## src/rtl/seg_scan_capture.sv

```systemverilog
// Purpose: samples a multiplexed 7-segment scan bus, debounces it, and assembles the BCD digits into frames.
// Latency: a frame is published 2 cycles after the last required digit appears (STABLE_CYC=1), or STABLE_CYC+1 cycles in general.
// Backpressure: none; this is a free-running sampler and each frame is a one-cycle strobe.
module seg_scan_capture #(
    parameter int unsigned STABLE_CYC = 1,
    parameter logic [7:0]  DIGIT_MASK = 8'b0000_0011
) (
    input  logic        clk,
    input  logic        rst,
    input  logic [7:0]  seg_com,
    input  logic [7:0]  seg_data,
    output logic [31:0] digits,
    output logic [6:0]  sec_bin,
    output logic        frame_stb,
    output logic        sec_chg,
    output logic        seg_err
);

    localparam logic [3:0] STABLE_Q = 4'(STABLE_CYC);

    logic [7:0]  com_q;
    logic [7:0]  dat_q;
    logic [3:0]  run_cnt;
    logic        taken;
    logic [7:0]  seen;
    logic [31:0] shadow;
    logic        first;

    logic        chg_in;
    logic        accept;
    logic        blank;
    logic        onehot;
    logic [7:0]  sel_inv;
    logic [2:0]  sel_k;
    logic [3:0]  seg_val;
    logic        seg_legal;
    logic [31:0] shadow_upd;
    logic [7:0]  seen_upd;
    logic        complete;
    logic [6:0]  new_sec;
    logic        write_ok;
    logic        bad;

    // Decide whether the registered sample is stable and still unconsumed.
    always_comb begin
        chg_in = {seg_com, seg_data} != {com_q, dat_q};
        accept = (run_cnt >= STABLE_Q) && (run_cnt != 4'd0) && !taken;
    end

    // Classify the select: blank, exactly one digit, or illegal; find digit index.
    always_comb begin
        sel_inv = ~com_q;
        blank   = (com_q == 8'hFF);
        onehot  = !blank && ((sel_inv & (sel_inv - 8'd1)) == 8'd0);
        sel_k   = 3'd0;
        for (int i = 0; i < 8; i++) begin
            if (!com_q[7-i]) sel_k = 3'(i);
        end
    end

    // Segment pattern to BCD, decimal point ignored.
    always_comb begin
        seg_val   = 4'd0;
        seg_legal = 1'b1;
        case (dat_q & 8'hFE)
            8'hFC:   seg_val = 4'd0;
            8'h60:   seg_val = 4'd1;
            8'hDA:   seg_val = 4'd2;
            8'hF2:   seg_val = 4'd3;
            8'h66:   seg_val = 4'd4;
            8'hB6:   seg_val = 4'd5;
            8'hBE:   seg_val = 4'd6;
            8'hE0:   seg_val = 4'd7;
            8'hFE:   seg_val = 4'd8;
            8'hF6:   seg_val = 4'd9;
            default: seg_legal = 1'b0;
        endcase
    end

    // Prospective shadow/seen after this sample, and frame completion using the new nibble.
    always_comb begin
        shadow_upd                     = shadow;
        shadow_upd[{sel_k, 2'b00} +: 4] = seg_val;
        seen_upd                       = seen | (8'd1 << sel_k);
        complete                       = ((seen_upd & DIGIT_MASK) == DIGIT_MASK);
        new_sec                        = 7'(shadow_upd[7:4]) * 7'd10 + 7'(shadow_upd[3:0]);
        write_ok                       = accept && onehot && seg_legal;
        bad                            = accept && !blank && (!onehot || !seg_legal);
    end

    // Input sample registers plus run-length tracking for debounce.
    always_ff @(posedge clk or negedge rst) begin
        if (!rst) begin
            com_q   <= 8'hFF;
            dat_q   <= 8'h00;
            run_cnt <= 4'd0;
            taken   <= 1'b0;
        end else begin
            com_q <= seg_com;
            dat_q <= seg_data;
            if (chg_in) begin
                run_cnt <= 4'd1;
                taken   <= 1'b0;
            end else begin
                if (run_cnt != 4'd15) run_cnt <= run_cnt + 4'd1;
                if (accept) taken <= 1'b1;
            end
        end
    end

    // Capture digits into the shadow and publish a frame once every required digit is seen.
    always_ff @(posedge clk or negedge rst) begin
        if (!rst) begin
            shadow    <= 32'd0;
            seen      <= 8'd0;
            digits    <= 32'd0;
            sec_bin   <= 7'd0;
            frame_stb <= 1'b0;
            sec_chg   <= 1'b0;
            seg_err   <= 1'b0;
            first     <= 1'b1;
        end else begin
            frame_stb <= 1'b0;
            sec_chg   <= 1'b0;
            if (bad) seg_err <= 1'b1;
            if (write_ok) begin
                shadow <= shadow_upd;
                if (complete) begin
                    digits    <= shadow_upd;
                    sec_bin   <= new_sec;
                    frame_stb <= 1'b1;
                    sec_chg   <= first || (new_sec != sec_bin);
                    first     <= 1'b0;
                    seen      <= 8'd0;
                end else begin
                    seen <= seen_upd;
                end
            end
        end
    end

endmodule
```

## config.mk

```make
export PLATFORM = sky130hd
export DESIGN_NAME = seg_scan_capture
export DESIGN_NICKNAME = d
export VERILOG_FILES = /design/src/rtl/seg_scan_capture.sv
export SDC_FILE = /design/constraint.sdc
export NUM_CORES = 1
export LEC_CHECK = 0
export ABC_AREA = 1
export ABC_CLOCK_PERIOD_IN_PS = 8320
export CORE_ASPECT_RATIO = 1.1
export CORE_MARGIN = 1.5
export CORE_UTILIZATION = 45
export CTS_BUF_LIST = sky130_fd_sc_hd__clkbuf_8 sky130_fd_sc_hd__clkbuf_16
export DETAILED_ROUTE_END_ITERATION = 12
export GPL_ROUTABILITY_DRIVEN = 0
export HOLD_SLACK_MARGIN = 0.08
export MAX_ROUTING_LAYER = met4
export PLACE_DENSITY = 0.67
export SETUP_SLACK_MARGIN = 0.1
export SLEW_MARGIN = 15
export SYNTH_ARGS = -nofsm -noshare
export SYNTH_HDL_FRONTEND = slang
export SYNTH_SLANG_ARGS = --single-unit
```

## constraint.sdc

```tcl
create_clock -name clk -period 8.32 [get_ports clk]
set_input_delay 0.832 -clock clk [delete_from_list [all_inputs] [get_ports clk]]
set_output_delay 0.832 -clock clk [all_outputs]
set_load 0.005 [all_outputs]
```

==> summary by stage, run 1 <==
Floorplanning
The floorplan step set the die width to 102 µm. Measured along the y axis, the die boundary spans 112 µm. The area of the die is 11500 µm².

The floorplan has 39 rows. Once the floorplan was initialized, standard cells occupied 46.6% of the core. The placeable core area is 10500 µm². In this run the count of I/O pins placed on the die edge is 60.

Timing
The time the worst path needs with I/O delays and setup is 4.64 ns. The number of pins with negative max-slew slack in the final report is 0. In this run the tightest slew margin relative to its limit is 41.9%. The final worst-path cycle share is 55.7%. The worst-margin pin slew is 0.868 ns.

The highest clock rate is 0.216 GHz. For the final database, setup skew stands at 0.00541 ns. Setup repair after global routing left no endpoint under its margin.

The setup-violating endpoint count in the final report is 0. After routing, the total negative slack on setup checks comes to 0 ns. The number of hold violations in the final report is 0.

Layout
The sequential cells in the finished layout cover a total of 2440 µm². Leaving out fill and tap cells, the most frequent cell in the layout is sky130_fd_sc_hd__nand2_1. The fill cell instance count of the final layout is 960. The number of standard cells in the layout, taps in and fillers out is 809. The number of nets in the layout is 694. Cells fill 55.8% of the core in the end.

In the layout the commonest cells are sky130_fd_sc_hd__nand2_1 (262), sky130_fd_sc_hd__dfrtp_1 (88), sky130_fd_sc_hd__clkdlybuf4s50_1 (58), sky130_fd_sc_hd__inv_1 (45), sky130_fd_sc_hd__o21ai_0 (44). From synthesis to final layout, the design area changed by 19.7%. The post-layout instance area is 5860 µm². The number of diodes added for antenna fixing is 0. Summing all multi-input logic gate instances after layout gives 2180 µm². The fraction of final layout cells with drive strength greater than 1 is 6.91%.

Clock tree
TritonCTS built the clock tree. In this run the number of H-tree levels came out at 3. The number of buffers created by CTS is 9. Counting every sink on the clock net gives 97.

The later pin in the worst-skew pair is clocked with a latency of 0.34 ns. The post-cts resize count is 0. The number of setup buffers added after CTS is 0. The clock-pin slew of the registers on the worst-case setup and hold paths is 0.06 ns.

The cell sitting at the root of the clock tree is a sky130_fd_sc_hd__clkbuf_16. The maximum clock insertion buffer count is 2. After clock tree synthesis, the flow added hold-fix buffers numbering 0.

Synthesis
Synthesis produced a netlist whose cell count is 605. Sequential elements use 49.8% of the synthesized area. The number of nets in the synthesized netlist is 638. The synthesized design contains 97 register bits. The post-synthesis cell type count is 36.

The area of the mapped netlist is 4890 µm². The yosys synthesis warning count is 0. In this run the mean area of a mapped cell was 8.09 µm².

Route
The post-route DRC violation count is 0. The routed via count is 4065. In this run, the number of DRC markers left after iteration 0 of detailed routing was 205. Dividing the detail-routed wire length by the instance count gives 12.8 µm. The per-cell via count in the routed design is 5.02. In this run the remaining antenna-violating nets after routing total 0.

The detailed-route wire length is 10400 µm. The first TritonRoute pass finished after 5 iterations.

Pwr
The overall power is 938 µW. The switching part of the total power is 22.3%. In this run the power spent charging and discharging nets is 209 µW. The share of total power dissipated in combinational logic is 5.5%. The highest ir drop seen on vdd is 0.114 mV.

The clock group share of total power is 43.1%. The cell internal power dissipation is 729 µW. The relative contribution of sequential cells to total power is 51.4%.

The ratio of total power to cell area is 160 nW/µm². The static leakage is 0.00288 µW.

Placement
The port buffer count is 59. The half-perimeter wire length of the detailed placement result is 7270 µm. The number of cells in the design after placement is 793. Once placement finished, the instance area stood at 5570 µm².

Worst setup path
The largest fanout on the critical path is 6. By startpoint and endpoint, the worst setup path is classified as reg -> reg. The worst setup path is captured at a flip-flop. The setup check on the worst reg-to-reg path leaves a slack of 3.68 ns. For the worst setup path, the data required time is 8.56 ns. Data on the critical path arrives at its endpoint at 4.88 ns. The sort of element at the start of the critical path is a flip-flop.

Global routing
Entering global routing, the biggest net connects 50 pins. The via count of the first global-routing pass is 3901. The first global-routing pass estimated 17600 µm of wire. The initial antenna violation count is 0. The leftover overflow at the end of global routing is 0. The overall fraction of global-route tracks in use is 20.0%.

Worst hold path
The worst hold path belongs to the class reg -> reg.

Status
The flow ran to the end, and the final reports show no timing, DRC or antenna violations.

Flow run
Max-cap violations in this run came to 0.
[registers in the layout, summed over array words and instances, names as in the netlist]
name	flops
com_q	8
dat_q	8
digits	32
first	1
frame_stb	1
run_cnt	4
sec_bin	6
sec_chg	1
seen	2
seg_err	1
shadow	32
taken	1
[cells by family (layout without fill, tap and decap cells)]
| logic type | Yosys count | in the layout | synth area share [%] |
|---|---|---|---|
| buffers and inverters | 60 | 121 | 5.55 |
| muxes | 1 | 1 | 0.205 |
| adders and majority gates | 15 | 15 | 4.14 |
| xor gates and xnor gates | 18 | 18 | 3.22 |
| DFF | 97 | 97 | 49.8 |
| AOI/OAI and AO/OA | 69 | 69 | 8.00 |
| and+or+nand+nor | 345 | 345 | 29.0 |
[critical path, stage by stage (launching register included)]
cell and delay [ns]:
sky130_fd_sc_hd__dfstp_2 0.58, sky130_fd_sc_hd__nand2_1 0.07, sky130_fd_sc_hd__nand2_1 0.05, sky130_fd_sc_hd__nand2_1 0.05
sky130_fd_sc_hd__nand2_1 0.06, sky130_fd_sc_hd__nand2_1 0.05, sky130_fd_sc_hd__nand2_1 0.15, sky130_fd_sc_hd__inv_1 0.11
sky130_fd_sc_hd__ha_1 0.21, sky130_fd_sc_hd__ha_1 0.33, sky130_fd_sc_hd__nand4_1 0.20, sky130_fd_sc_hd__inv_1 0.10
sky130_fd_sc_hd__or2_2 0.27, sky130_fd_sc_hd__o21ai_0 0.24, sky130_fd_sc_hd__inv_1 0.17, sky130_fd_sc_hd__ha_1 0.31
sky130_fd_sc_hd__ha_1 0.19, sky130_fd_sc_hd__inv_1 0.06, sky130_fd_sc_hd__fa_1 0.45, sky130_fd_sc_hd__or2_2 0.33
sky130_fd_sc_hd__nand3_1 0.07, sky130_fd_sc_hd__nand3_1 0.08, sky130_fd_sc_hd__nor2_1 0.09, sky130_fd_sc_hd__nand2_1 0.06
sky130_fd_sc_hd__nor2_1 0.08, sky130_fd_sc_hd__nand3_1 0.08, sky130_fd_sc_hd__nand2_1 0.06, sky130_fd_sc_hd__inv_1 0.04
[power by group through the flow]
stage	registers (µW)	logic (µW)	clock network (µW)
after CTS	482	52.9	414
after floorplan	490	26.4	0
final	482	51.9	404
after global placement	491	50.9	0
after global routing	483	59.8	430
after detailed placement	491	52.7	0
[through the flow]
step / setup WS, ns / hold WS, ns
final: 3.68 / 0.459
after global routing: 3.26 / 0.480
after floorplan: 4.14 / 0.432
after CTS: 3.67 / 0.461
after global placement: 3.91 / 0.443
after detailed placement: 3.69 / 0.451
[cell usage after synthesis]
cell                        count  area (µm²)
sky130_fd_sc_hd__nor4_1         1        6.26
sky130_fd_sc_hd__nor2_2         1        6.26
sky130_fd_sc_hd__inv_1         44         165
sky130_fd_sc_hd__nand2_2        2        12.5
sky130_fd_sc_hd__o21ai_2        5        43.8
sky130_fd_sc_hd__or2_2          4        25.0
sky130_fd_sc_hd__nand2_1      262         983
sky130_fd_sc_hd__ha_1          13         163
sky130_fd_sc_hd__dfrtp_1       88        2200
sky130_fd_sc_hd__o21ai_1        4        20.0
sky130_fd_sc_hd__a21oi_1        6        30.0
sky130_fd_sc_hd__nand3_1       21         105
sky130_fd_sc_hd__nor3b_1        1        7.51
sky130_fd_sc_hd__mux2i_1        1        10.0
sky130_fd_sc_hd__nor2_4         4        45.0
sky130_fd_sc_hd__dfstp_2        9         236
sky130_fd_sc_hd__a31oi_1        1        6.26
sky130_fd_sc_hd__nand3b_1       2        15.0
sky130_fd_sc_hd__o21a_1         3        22.5
sky130_fd_sc_hd__nor3_1         3        15.0
sky130_fd_sc_hd__nand4_1        6        37.5
sky130_fd_sc_hd__buf_6          2        22.5
sky130_fd_sc_hd__a31o_2         1        8.76
sky130_fd_sc_hd__o21ai_0       44         220
sky130_fd_sc_hd__inv_2          1        3.75
sky130_fd_sc_hd__xor2_1        15         131
sky130_fd_sc_hd__buf_4          6        45.0
sky130_fd_sc_hd__nand3_2        1        10.0
sky130_fd_sc_hd__fa_1           2        40.0
sky130_fd_sc_hd__a211oi_1       2        15.0
sky130_fd_sc_hd__o21bai_1       1        7.51
sky130_fd_sc_hd__nand3_4        1        17.5
sky130_fd_sc_hd__buf_2          7        35.0
sky130_fd_sc_hd__o2111ai_1      2        17.5
sky130_fd_sc_hd__xnor2_1        3        26.3
sky130_fd_sc_hd__nor2_1        36         135
[worst paths after layout]
| path | from | endpoint | depth (start not counted) |
|---|---|---|---|
| max | com_q[5] | sec_chg | 27 |
| max in group asynchronous | rst | shadow[15] | 2 |
| min in group asynchronous | rst | shadow[2] | 1 |
| min reg2reg | first | first | 2 |
| min | first | first | 2 |
| max reg2reg | com_q[5] | sec_chg | 27 |
[layer usage]
metal / track usage [%] / vias up / wire length [µm]
met3: 2.80 / 10 / 358
met1: 24.7 / 1925 / 4790
met4: 8.31 / 0 / 144
met5: - / - / 0
met2: 32.7 / 99 / 5070
li1: - / 2031 / -
[layout make-up]
| type | count | share of cell area [%] |
|---|---|---|
| clock inverter | 3 | 0.235 |
| inverter | 45 | 2.88 |
| sequential | 97 | 41.6 |
| tap | 143 | 3.05 |
| multi-input combinational | 448 | 37.3 |
| timing repair buffer | 60 | 10.2 |
| clock buffer | 13 | 4.78 |
Note: power is estimated with default switching activity, not from simulation.
==> run 2, diff against run 1 <==
--- a/config.mk
+++ b/config.mk
@@ -6,7 +6,7 @@
 export NUM_CORES = 1
 export LEC_CHECK = 0
 export ABC_AREA = 1
-export ABC_CLOCK_PERIOD_IN_PS = 8320
+export ABC_CLOCK_PERIOD_IN_PS = 4450
 export CORE_ASPECT_RATIO = 1.1
 export CORE_MARGIN = 1.5
 export CORE_UTILIZATION = 45
==> constraint.sdc (replaced) <==
create_clock -name clk -period 4.45 [get_ports clk]
set_input_delay 0.445 -clock clk [delete_from_list [all_inputs] [get_ports clk]]
set_output_delay 0.445 -clock clk [all_outputs]
set_load 0.005 [all_outputs]
==> summary by stage, run 2 (synthesized netlist as in run 1, its figures left out) <==
Layout
The area growth from synthesis to final layout is 23.1%. The number of diodes added for antenna fixing came to 0 (unchanged). The fraction of final layout cells with drive strength greater than 1 is 10.3% (+3.4 points). The most common cell after layout, fill and taps aside is sky130_fd_sc_hd__nand2_1. The number of nets in the layout came to 707 (+1.9%). Leaving out fill and tap cells, the most frequent cells in the layout are sky130_fd_sc_hd__nand2_1 (260), sky130_fd_sc_hd__dfrtp_1 (88), sky130_fd_sc_hd__clkdlybuf4s50_1 (58), sky130_fd_sc_hd__inv_1 (41), sky130_fd_sc_hd__o21ai_0 (41). In the final layout, the registers with the most flip-flops are digits: 32 flops, shadow: 32 flops.

The post-layout utilization of the core came to 57.4% (+1.6 points).

Worst hold path
The worst hold-check path type is in -> async.

Timing
The number of pins with negative max-slew slack in the final report is 0 (unchanged). The worst clock skew is 0.00746 ns (+0.00205 ns). The remaining max-slew budget at the tightest pin was 43.6% (+1.7 points). The time the worst path needs with I/O delays and setup is 4.06 ns (-0.577 ns).

The worst-margin pin slew came to 0.843 ns (-0.0255 ns). The number of hold violations in the final report is 0 (unchanged). The final worst-path cycle share is 91.3% (+36 points). The highest clock rate is 0.246 GHz (+14%).

The setup-violating endpoint count in the final report is 0 (unchanged). The final-layout setup total negative slack is 0 ns (unchanged). Setup repair after global routing left no endpoint under its margin.

Clock tree
The clock tree from TritonCTS is built. The maximum clock insertion buffer count came to 2 (unchanged). The deepest level of the CTS H-tree is 3 (unchanged). The clock-pin slew of the registers on the worst-case setup and hold paths was 0.07 ns (about the same). The total number of clock tree sinks is 97 (unchanged). The number of buffers created by CTS is 9 (unchanged). The cell at the root of the clock tree is sky130_fd_sc_hd__clkbuf_16. The clock latency at the later pin of the worst-skew pair was 0.35 ns (about the same).

Floorplanning
The die height is 112 µm (unchanged). The number of core rows came to 39 (unchanged). The initial standard-cell utilization of the core is 46.6% (unchanged). The chip width is 102 µm (unchanged). The area of the die came to 11500 µm² (unchanged).

The placeable core area came to 10500 µm² (unchanged). The number of placed I/O pins was 60 (unchanged).

Worst setup path
The register-to-register setup slack is 0.39 ns (-3.29 ns). The sort of element at the start of the critical path is a flip-flop. STA classifies the critical path endpoint as a flip-flop.

The largest fanout on the critical path is 6 (unchanged). The signal arrival time at the worst endpoint is 4.31 ns (-0.57 ns). The worst endpoint required time is 4.70 ns (-3.86 ns). The type of the worst setup path is reg -> reg.

Route
The routed via count is 4054 (-0.27%). The remaining antenna violation count after routing is 0 (unchanged). The average detailed-routed wire length per instance is 12.8 µm (about the same). The per-cell via count in the routed design came to 4.93 (-1.8%). The initial detailed-routing violation count came to 317 (+55%). The detailed-routing iteration count for the pre-antenna-repair pass is 5 (unchanged).

The post-route DRC violation count came to 0 (unchanged). The detailed-route wire length is 10500 µm (+1.7%).

Global routing
The wire length of the first global-routing pass is 17900 µm (+2.1%). The pin count of the biggest net entering global routing came to 60 (+20%). The global routing stage identified its most utilized layer as met2.

The leftover overflow at the end of global routing is 0 (unchanged). The global-route met2 utilization is 32.9% (+0.26 points). The met3 track demand over resource is 3.42% (+0.62 points). The initial antenna violation count is 0 (unchanged). The global-route met1 utilization is 25.1% (+0.40 points). The via count of the first global-routing pass is 3923 (+0.56%). The overall fraction of global-route tracks in use was 20.6% (+0.58 points).

Placement
The port buffer count came to 59 (unchanged). The half-perimeter wire length of the detailed placement result was 7290 µm (+0.22%).

Pwr
The static leakage is 0.00294 µW (+2.1%). The ratio of total power to cell area came to 308 nW/µm² (+92%). The highest ir drop seen on vdd is 0.219 mV (+92%).

Flow run
The count of maximum capacitance violations came to 0 (unchanged).

Status
The run finished with clean final reports.
[run 2: changes by cell type in the layout (fill, tap and decap cells not counted), sizes merged]
cell and delta:
bufinv +2, clkbuf -3, buf +13, clkinvlp +1
[run 2: cell type report]
type                    count  area (µm²)
clock buffers              10         239
flip-flops and latches     97        2440
multi-input cells         448        2220
repair buffers             73         693
clock inverters             6        90.1
inverters                  45         169
fillers                   983        4470
well taps                 143         179
[run 2: path summary, 6_finish.rpt]
path	from	endpoint	cells after the start
hold reg to reg	first	first	2
hold / removal	rst	digits[11]	1
setup / recovery	com_q[5]	sec_chg	26
min in group clk	first	first	2
setup reg to reg	com_q[5]	sec_chg	26
max in group asynchronous	rst	com_q[1]	2
[run 2: through the flow]
step	std cells	worst slack [ns]	instance area, µm²	hold WS [ns]	total power, µW
after floorplan	605	0.273	4890	0.149	966
after global placement	797	0.235	5600	0.446	1010
after detailed placement	797	0.112	5600	0.457	1020
after CTS	813	0.101	5920	0.186	1870
after global routing	822	0.0566	6030	0.233	1920
final	822	0.389	6030	0.156	1860
[run 2: where the power goes]
group          total [µW]  leakage, µW  switching, µW  internal [µW]
sequential            902      0.00130           9.41            892
combinational         106      0.00148           65.7           40.4
clock                 848     0.000159            339            509
[run 2: timing repair]
item / CTS / global route
pin swaps: 0 / 3
setup endpoints to repair: 1 / 3
buffers inserted: 0 / 9
gates resized for setup: 1 / 13
hold buffers: 0 / 0
[run 2: critical path: stages, from the launching register on]
cell	delay [ns]
sky130_fd_sc_hd__dfstp_2	0.57
sky130_fd_sc_hd__nand2_1	0.06
sky130_fd_sc_hd__nand2_1	0.05
sky130_fd_sc_hd__nand2_1	0.04
sky130_fd_sc_hd__nand2_1	0.05
sky130_fd_sc_hd__nand2_1	0.05
sky130_fd_sc_hd__nand2_2	0.13
sky130_fd_sc_hd__inv_2	0.06
sky130_fd_sc_hd__ha_2	0.19
sky130_fd_sc_hd__ha_4	0.29
sky130_fd_sc_hd__nand4_1	0.19
sky130_fd_sc_hd__buf_4	0.20
sky130_fd_sc_hd__nand2_1	0.11
sky130_fd_sc_hd__nand2_2	0.09
sky130_fd_sc_hd__ha_1	0.30
sky130_fd_sc_hd__ha_1	0.19
sky130_fd_sc_hd__inv_1	0.07
sky130_fd_sc_hd__fa_1	0.43
sky130_fd_sc_hd__or2_2	0.32
sky130_fd_sc_hd__nand3_1	0.07
sky130_fd_sc_hd__nand3_1	0.07
sky130_fd_sc_hd__nor2_1	0.09
sky130_fd_sc_hd__nand2_1	0.05
sky130_fd_sc_hd__nor2_1	0.08
sky130_fd_sc_hd__nand3_1	0.08
sky130_fd_sc_hd__nand2_1	0.06
sky130_fd_sc_hd__inv_1	0.04
[run 2: per-layer routing]
metal	vias up	routed length, µm
met5	-	0
met4	0	302
met3	22	421
met2	93	5120
met1	1881	4690
li1	2058	-
==> run 3, diff against run 2 <==
--- a/config.mk
+++ b/config.mk
@@ -8,7 +8,7 @@
 export ABC_AREA = 1
 export ABC_CLOCK_PERIOD_IN_PS = 4450
 export CORE_ASPECT_RATIO = 1.1
-export CORE_MARGIN = 1.5
+export CORE_MARGIN = 5
 export CORE_UTILIZATION = 45
 export CTS_BUF_LIST = sky130_fd_sc_hd__clkbuf_8 sky130_fd_sc_hd__clkbuf_16
 export DETAILED_ROUTE_END_ITERATION = 12
@@ -21,3 +21,4 @@
 export SYNTH_ARGS = -nofsm -noshare
 export SYNTH_HDL_FRONTEND = slang
 export SYNTH_SLANG_ARGS = --single-unit
+export TNS_END_PERCENT = 1
==> summary by stage, run 3 (synthesized netlist as in run 1, its figures left out) <==
Global routing
The pin count of the biggest net entering global routing was 58 (-3.3%). The wire length of the first global-routing pass is 18200 µm (+1.3%). The initial antenna violation count was 0 (unchanged).

The leftover overflow at the end of global routing is 0 (unchanged). The overall fraction of global-route tracks in use is 18.0% (-2.6 points). The via count of the first global-routing pass is 3987 (+1.6%).

Flow run
The count of maximum capacitance violations was 0 (unchanged).

Clock tree
The clock-pin slew of the registers on the worst-case setup and hold paths came to 0.06 ns (about the same). The deepest level of the CTS H-tree is 3 (unchanged). The clock latency at the later pin of the worst-skew pair is 0.35 ns (about the same). The number of buffers created by CTS is 9 (unchanged). The total number of clock tree sinks is 97 (unchanged). The maximum clock insertion buffer count is 2 (unchanged). TritonCTS built the clock tree. The cell at the root of the clock tree is sky130_fd_sc_hd__clkbuf_16.

Layout
In the layout the commonest cells are sky130_fd_sc_hd__nand2_1 (259), sky130_fd_sc_hd__dfrtp_1 (88), sky130_fd_sc_hd__clkdlybuf4s50_1 (58), sky130_fd_sc_hd__o21ai_0 (41), sky130_fd_sc_hd__inv_1 (40). The number of nets in the layout is 704 (-0.42%). The fraction of final layout cells with drive strength greater than 1 came to 10.8% (+0.49 points).

The post-layout instance area came to 6010 µm² (-0.19%). The most common cell after layout, fill and taps aside is sky130_fd_sc_hd__nand2_1. The largest registers in the layout are digits: 32 flops, shadow: 32 flops. Relative to the synthesized area, the layout overhead comes to 22.9%. The number of diodes added for antenna fixing is 0 (unchanged).

Pwr
The static leakage was 0.00291 µW (-0.82%). The ratio of total power to cell area was 298 nW/µm² (-3.2%). The highest ir drop seen on vdd came to 0.166 mV (-24%).

Floorplanning
The placeable core area is 10800 µm² (+3.0%). The area of the die is 13100 µm² (+13%). The number of core rows came to 40 (+2.6%). The die height is 119 µm (+6.2%). The chip width was 109 µm (+6.8%). The number of placed I/O pins is 60 (unchanged).

The initial standard-cell utilization of the core is 45.3% (-1.4 points).

Timing
The remaining max-slew budget at the tightest pin is 43.1% (-0.49 points). The worst-margin pin slew is 0.850 ns (+0.00733 ns). The highest clock rate is 0.244 GHz (-0.84%). The final-layout setup total negative slack is 0 ns (unchanged). The worst clock skew is 0.00692 ns (-0.000543 ns). The number of hold violations in the final report came to 0 (unchanged). The setup-violating endpoint count in the final report is 0 (unchanged). The number of pins with negative max-slew slack in the final report is 0 (unchanged). The final worst-path cycle share is 92.0% (+0.77 points). The time the worst path needs with I/O delays and setup was 4.10 ns (+0.0344 ns). Setup repair after global routing left no endpoint under its margin.

Worst setup path
The sort of element at the start of the critical path is a flip-flop. The largest fanout on the critical path is 6 (unchanged). The sort of element at the end of the critical path is a flip-flop.

The critical path's largest stage delay is 0.58 ns (about the same). The worst setup path is of the reg -> reg kind. The critical path's top delay family is simple AND/OR/NAND/NOR gates.

The cell that appears most often on the critical path is sky130_fd_sc_hd__nand2_1. The signal arrival time at the worst endpoint came to 4.33 ns (+0.02 ns). The buffering stage count on the worst path with inverters included is 5 (+1). The worst endpoint required time is 4.69 ns (about the same). The largest individual stage delay along the critical path comes from the cell sky130_fd_sc_hd__dfstp_2.

Placement
The post-detailed-placement cell area is 5600 µm² (about the same). The port buffer count is 59 (unchanged). The half-perimeter wire length of the detailed placement result was 7390 µm (+1.4%).

Route
The initial detailed-routing violation count came to 206 (-35%). The post-route DRC violation count is 0 (unchanged). The detailed-routing iteration count for the pre-antenna-repair pass is 5 (unchanged). The detailed-route wire length is 10600 µm (+1.0%). The routed via count is 4049 (-0.12%). The remaining antenna violation count after routing is 0 (unchanged). The average detailed-routed wire length per instance is 12.9 µm (+0.91%). The per-cell via count in the routed design is 4.92 (-0.24%).

Worst hold path
The worst hold-check path type is in -> async.

Status
The run finished with clean final reports.
## run 3: layout make-up
cell class | instances | area (µm²)
fill | 1023 | 4800
sequential | 97 | 2440
multi-input combinational | 448 | 2240
timing repair buffer | 70 | 671
clock buffer | 11 | 253
tap | 147 | 184
inverter | 45 | 169
clock inverter | 5 | 55.1
## run 3: timing repair
item	CTS	global route
hold buffers	0	0
resized for setup	2	20
setup endpoints to repair	1	2
setup buffers	1	5
pin swaps	0	8
## run 3: metal layers
metal	global-route usage [%]	vias up	part of all wire, %
met5	-	-	0
met4	7.09	0	2.1
met1	22.3	1895	45
met2	28.8	95	48
li1	-	2037	-
met3	3.52	22	5.1
## run 3: per-stage QoR
stage	hold slack [ns]	power (µW)	util [%]	instances	setup WS, ns
3_3_place_gp	0.445	1010	51.8	801	0.226
4_1_cts	0.172	1810	54.8	818	0.146
3_5_place_dp	0.446	1020	51.8	801	0.0547
6_report	0.144	1790	55.6	823	0.354
5_1_grt	0.215	1860	55.6	823	0.0741
2_1_floorplan	0.149	966	-	605	0.273
## run 3: final timing paths
check,start,end,slack [ns],cells past startpoint
hold reg to reg,first,first,0.45,2
setup / recovery,com_q[5],sec_chg,0.35,28
setup reg to reg,com_q[5],sec_chg,0.35,28
hold / removal,rst,digits[5],0.14,1
max in group asynchronous,rst,com_q[1],3.29,2
min in group clk,first,first,0.45,2
## run 3: report_power, final
group / switching [µW] / internal [µW]
combinational: 65.1 / 39.4
clock: 322 / 464
sequential: 9.94 / 893
total: 397 / 1400
